--- config.mk ---
export PLATFORM = sky130hd
export DESIGN_NAME = iq_unpack
export DESIGN_NICKNAME = d
export VERILOG_FILES = /design/src/rtl/iq_unpack_pkg.sv /design/src/rtl/iq_unpack.sv
export SDC_FILE = /design/constraint.sdc
export NUM_CORES = 1
export LEC_CHECK = 0
export CAP_MARGIN = 10
export CORE_MARGIN = 2
export CORE_UTILIZATION = 30
export DETAILED_ROUTE_END_ITERATION = 7
export PLACE_DENSITY = 0.72
export SYNTH_ARGS = -nofsm -noshare
export SYNTH_HDL_FRONTEND = slang
export SYNTH_SLANG_ARGS = --single-unit
export TNS_END_PERCENT = 100
--- constraint.sdc ---
create_clock -name clk -period 1.4 [get_ports clk]
set_clock_uncertainty 0.15 [all_clocks]
set_input_delay 0.14 -clock clk [delete_from_list [all_inputs] [get_ports clk]]
set_output_delay 0.14 -clock clk [all_outputs]
set_load 0.05 [all_outputs]
--- src/rtl/iq_unpack_pkg.sv ---
// Shared definitions for the I/Q unpacker: state encoding, default quantizer
// shift and the sample quantizer used by the front end of the FM chain.
package iq_unpack_pkg;

  // Default number of fractional bits applied to each sample.
  localparam int unsigned QUANT_BITS_DEFAULT = 10;

  // Widest result the quantizer produces; callers cast down to their width.
  localparam int unsigned QUANT_WIDE_W = 64;

  typedef enum logic {
    S_READ  = 1'b0,
    S_WRITE = 1'b1
  } iq_unpack_state_t;

  // Sign-extend a 16-bit sample and shift it into fixed point.
  // Bits above the caller's width are simply dropped (no saturation).
  function automatic logic [QUANT_WIDE_W-1:0] quantize_i(
    input logic [15:0] sample,
    input int unsigned qbits
  );
    logic [QUANT_WIDE_W-1:0] ext;
    ext = {{(QUANT_WIDE_W-16){sample[15]}}, sample};
    return ext << qbits;
  endfunction

endpackage

--- src/rtl/iq_unpack.sv ---
// iq_unpack: pops packed 32-bit I/Q words from a first-word-fall-through FIFO,
// quantizes each half to DATA_WIDTH fixed point and pushes the pair into the
// real/imaginary FIFOs feeding the complex channel FIR.
//
// Optional feature: define IQ_COUNT_EN to build the 32-bit paired-write
// counter on sample_count; otherwise sample_count is tied to zero.
//
// state   | meaning
// S_READ  | waiting for an input word; pops it and captures I/Q
// S_WRITE | holding a captured pair until both output FIFOs have room
module iq_unpack
  import iq_unpack_pkg::*;
#(
  parameter int unsigned DATA_WIDTH = 32,
  parameter int unsigned QUANT_BITS = QUANT_BITS_DEFAULT
) (
  input  logic                  clk,
  input  logic                  rst,
  input  logic [31:0]           in_dout,
  input  logic                  in_empty,
  output logic                  in_rd_en,
  output logic [DATA_WIDTH-1:0] i_din,
  output logic [DATA_WIDTH-1:0] q_din,
  output logic                  i_wr_en,
  output logic                  q_wr_en,
  input  logic                  i_full,
  input  logic                  q_full,
  output logic [31:0]           sample_count
);

  iq_unpack_state_t r_state;
  iq_unpack_state_t w_state_nxt;

  logic [DATA_WIDTH-1:0] r_i_sample;
  logic [DATA_WIDTH-1:0] r_q_sample;

  logic [DATA_WIDTH-1:0] w_i_quant;
  logic [DATA_WIDTH-1:0] w_q_quant;
  logic                  w_pop;
  logic                  w_push;

  // Word split: I in the low half, Q in the high half, both signed.
  assign w_i_quant = DATA_WIDTH'(quantize_i(in_dout[15:0],  QUANT_BITS));
  assign w_q_quant = DATA_WIDTH'(quantize_i(in_dout[31:16], QUANT_BITS));

  // State register; reset abandons any pending pair.
  always_ff @(posedge clk or posedge rst) begin
    if (rst) begin
      r_state <= S_READ;
    end else begin
      r_state <= w_state_nxt;
    end
  end

  // Next-state and handshake decode. Strobes are gated by rst so every
  // output is quiet for the whole reset window, not just after the edge.
  always_comb begin
    w_state_nxt = r_state;
    w_pop       = 1'b0;
    w_push      = 1'b0;
    unique case (r_state)
      S_READ: begin
        if (!in_empty && !rst) begin
          w_pop       = 1'b1;
          w_state_nxt = S_WRITE;
        end
      end
      S_WRITE: begin
        if (!i_full && !q_full && !rst) begin
          w_push      = 1'b1;
          w_state_nxt = S_READ;
        end
      end
      default: w_state_nxt = S_READ;
    endcase
  end

  // Capture the quantized pair in the pop cycle; held until the next pop.
  always_ff @(posedge clk or posedge rst) begin
    if (rst) begin
      r_i_sample <= '0;
      r_q_sample <= '0;
    end else if (w_pop) begin
      r_i_sample <= w_i_quant;
      r_q_sample <= w_q_quant;
    end
  end

  assign in_rd_en = w_pop;
  assign i_wr_en  = w_push;
  assign q_wr_en  = w_push;
  assign i_din    = r_i_sample;
  assign q_din    = r_q_sample;

`ifdef IQ_COUNT_EN
  logic [31:0] r_sample_count;

  // Count paired writes; wraps naturally at 2^32.
  always_ff @(posedge clk or posedge rst) begin
    if (rst) begin
      r_sample_count <= '0;
    end else if (w_push) begin
      r_sample_count <= r_sample_count + 32'd1;
    end
  end

  assign sample_count = r_sample_count;
`else
  assign sample_count = '0;
`endif

endmodule

Word level (Yosys, flattened, before mapping)
Cells that the tools add are included.
W data, S select, Z words.
{"block": "word_totals", "ff_bits": 33, "in_bits": 37, "out_inout_bits": 99, "elab_cells": 17}
{"block": "classes", "muxes": 6, "bitwise": 1, "n_reduce_logical": 7}
{"operator": "$mux W1", "count": 5}
{"operator": "$logic_not A1 Y1", "count": 4}
{"operator": "$logic_and A1 B1 Y1", "count": 3}
{"operator": "$pmux W1 S2", "count": 1}
{"operator": "$not A1 Y1", "count": 1}

Depth between registers and ports, before layout
{"block": "logic_depth", "word_depth": 5, "ltp_mapped": 3, "mapped_depth_nobuf": 2}

Worst setup path after synthesis
OpenSTA, ideal clock, no wires.
{"block": "synth_timing", "kind": "reg-to-output", "startpoint": "reg r_state", "endpoint": "out q_wr_en", "t_arrival_ps": 2592, "required_time_ps": 1110, "path_slack_ps": -1482, "path_stages_with_launch": 3, "n_path_buf": 1, "path_cell_list": "dfrtp_1 nor4b_1 buf_4"}
{"block": "synth_via", "elab_chain_len": 1}
{"element": "start: declaration", "line_no": "iq_unpack.sv:31", "rtl": "iq_unpack_state_t r_state;"}
{"element": "start signal: assignment", "line_no": "iq_unpack.sv:51", "rtl": "r_state <= w_state_nxt;"}
{"element": "$mux W1", "line_no": "iq_unpack.sv:61", "rtl": "unique case (r_state)"}
{"element": "end: declaration", "line_no": "iq_unpack.sv:25", "rtl": "output logic q_wr_en,"}
No other way between the ends.

Worst setup path after layout
{"block": "layout_timing", "startpoint": "reg r_state", "endpoint": "out i_wr_en"}
{"block": "layout_via", "elab_chain_len": 1}
{"element": "$mux W1", "line_no": "iq_unpack.sv:61"}
{"element": "end: declaration", "line_no": "iq_unpack.sv:24", "rtl": "output logic i_wr_en,"}
No other way between the ends.

==> impl_results.md <==
* Placer Congestion at 0.686
* Number of distinct library cells after synthesis at 11
* RSZ-0062 raised after global routing: yes
* TritonCTS Buffers at 5
* Failing checks: setup timing
* Final min period at 1570 ps
* Setup crit start kind: register
* Skew-Pair Late Insertion Delay at about 280 ps
* Post-Synthesis Cells at ~140
* Largest area contributor in the netlist: dfrtp_1
* Worst Setup End Kind: output port
* Maximum vdd drop at 0.00112 V
* Post-synthesis mux area share at 0.205
* Drt pass-1 iters at 4
* Net Sw Frac at 0.446
* PortBufs at 83
* Area growth from synthesis to layout at 88.9%
* Antenna violations before repair at 0
* Global-route wire length before repair at about 6500 um
* Xor/xnor cell area share of the yosys netlist at 0
* FF-to-FF setup slack at -160 ps
* Die width at 80.5 um
* Post-Synth Adder-Cell Area at 0
* Status: finished with violations
* Crit Reg-Reg Endpoint: i_din[25]$_DFFE_PP0P_
* Setup crit end: i_wr_en
* WL/cell at 13.9 um
* Endpoints failing setup at 35
* Chip height at between 80 and 90 um
* Grt ovf at 0
* CP max stage cell: dfrtp_1
* Commonest non-fill, non-tap cell in the layout: conb_1
* Num rows at 27
* Reg2reg start: r_state$_DFF_PP0_
* Core Region at 5570 um^2
* Root Driver: clkbuf_8
* Final Max Tran Viols at 0
* FF+latch count, synth at 33
* Commonest cells after routing, fill and taps aside: conb_1 (52), buf_12 (51), clkdlybuf4s50_1 (35), dfrtp_1 (33), mux2_4 (32)
* Period utilization at 1.12
* Part of the power in combinational logic at 0.673
* Hold-fix buffers, CTS at 0
* Share of the synthesized area in the top cell type at 0.471
* Power per cell area at 2190 nW/um^2
* Crit path DAT at 1280 ps
* Area contributors post-synth: dfrtp_1 (47%), buf_4 (28%), mux2_2 (20%)
* Largest net degree at the start of global routing at 22
* Min Hold Slack at 75.6 ps
* Sink Count at 33
* Max-Cap Viols at 0
* HP Class: in2async
* Post-DP HPWL at approximately 3200 um
* Sequential area share after synthesis at 0.471
* Drt initial violations at 30
* Critical-path cell list: buf_6, nor4b_4, buf_4, buf_12
* Clk buf depth at 2
* Psw at 0.00324 W
* Antenna viol nets, final at 0
* Final Util at 0.595
* Fin. Hold Viols at 0
* Largest family of logic cells by synthesized area: buffers and inverters
* Vias per cell at 3.78
* Post-route DRC at 0
* Internal at 0.00402 W
* Simple logic cell fraction of the synthesized area at 0.0164
* CTS tree: done
* I/O pin cnt at between 100 and 150
* Clk slew on worst S/H paths at 70 ps
* Antenna diodes at 0
* Compound-Gate Fraction of Synth Area at 0.00571
* Share of layout cells above drive strength 1 at 0.470
* Worst Path Class, Setup: reg2out
* LEAKAGE at 1.56 nW
* Largest fanout on the critical path at 3
* F_max at 0.637 GHz
* Avg Cell Area, Syn at 12.6 um^2
* Final wirelength at 4230 um
* Die ar. at 6470 um^2
* Starting Density at 0.315
* Routed via count at 1150
* Max incr delay on CP at 410 ps
* CTS H-tree lvls at 2
* Nets at about 270
* Sequential Power Share at 0.231
* Final worst setup slack at -169 ps
* GRT Util Overall at 0.133
* Req. time, crit path at 1110 ps
* Synthesis warning total at 0
* Crit. Startpoint: r_state$_DFF_PP0_
* Clock share of power at 0.096
* Netlist Area Pre-Place at 1750 um^2
* Vias in the first global route at 1197
* Reg2reg path depth at 5
stage by stage:
stage                     setup TNS [ps]  setup WS (ps)  instances  area [um^2]  power (W)
after floorplan                    -2170           -194        190         2080    0.00431
after CTS                          -3400           -197        303         3300    0.00732
after global placement            -11210           -363        286         3030    0.00644
after detailed placement          -11310           -376        286         3030    0.00652
after global routing               -5840           -252        304         3310    0.00754
final                              -3990           -169        304         3310    0.00726
sequential cells by signal (all words and copies together), names as in the netlist:
register and cells:
r_state 1, q_din 16, i_din 16
worst min path at each step:
stage	end	slack [ps]	cells after the start
after floorplan	i_din[10]$_DFFE_PP0P_	120	1
after global placement	q_din[25]$_DFFE_PP0P_	340	1
after detailed placement	q_din[25]$_DFFE_PP0P_	350	1
after CTS	r_state$_DFF_PP0_	70	4
after global routing	i_din[15]$_DFFE_PP0P_	100	4
final	i_din[12]$_DFFE_PP0P_	80	4
worst max-delay path: cells and delay by family, from the launching register on:
kind	cells	cell delay, ps
buf+inv	3	440
flops	1	410
simple gates	1	160
power groups by stage:
stage	Clock (W)	Combinational (W)	Sequential (W)
2_1_floorplan	0	0.00161	0.00270
3_3_place_gp	0	0.00477	0.00168
3_5_place_dp	0	0.00483	0.00169
4_1_cts	0.000724	0.00492	0.00169
5_1_grt	0.000774	0.00504	0.00173
6_report	0.000693	0.00488	0.00168
per-layer routing:
layer  routed length, um  up-vias  track usage  part of all wire
met5                   0        -            0                 0
li1                    -      517            -                 -
met4                  34        0       0.0288            0.0080
met3                 393        2       0.0472             0.093
met2                2270       76        0.238              0.54
met1                1540      555        0.153              0.36
logic make-up after synthesis:
family,Yosys count
compound gates,1
simple gates,3
flops,33
mux,32
other cells,1
buf+inv,69
cell usage after synthesis:
cell,n
buf_4,65
dfrtp_1,33
mux2_2,31
buf_6,3
conb_1,1
inv_1,1
mux2_1,1
nor2_1,1
nor3_4,1
nor4b_1,1
o21ba_2,1
timing repair:
item                                    CTS  global route
cloned                                    3             0
setup buffers                             6             2
pin swaps                                 0             0
endpoints found under the setup margin   35            35
gates resized for setup                  15             4
area by class of cell:
cell class	instances	area, um^2
Timing Repair Buffer	102	1580
Fill cell	478	2260
Multi-Input combinational cell	88	729
Tap cell	72	90.1
Inverter	1	3.75
Clock buffer	5	68.8
Clock inverter	3	17.5
Sequential cell	33	826
(Power assumes the default switching activity.)
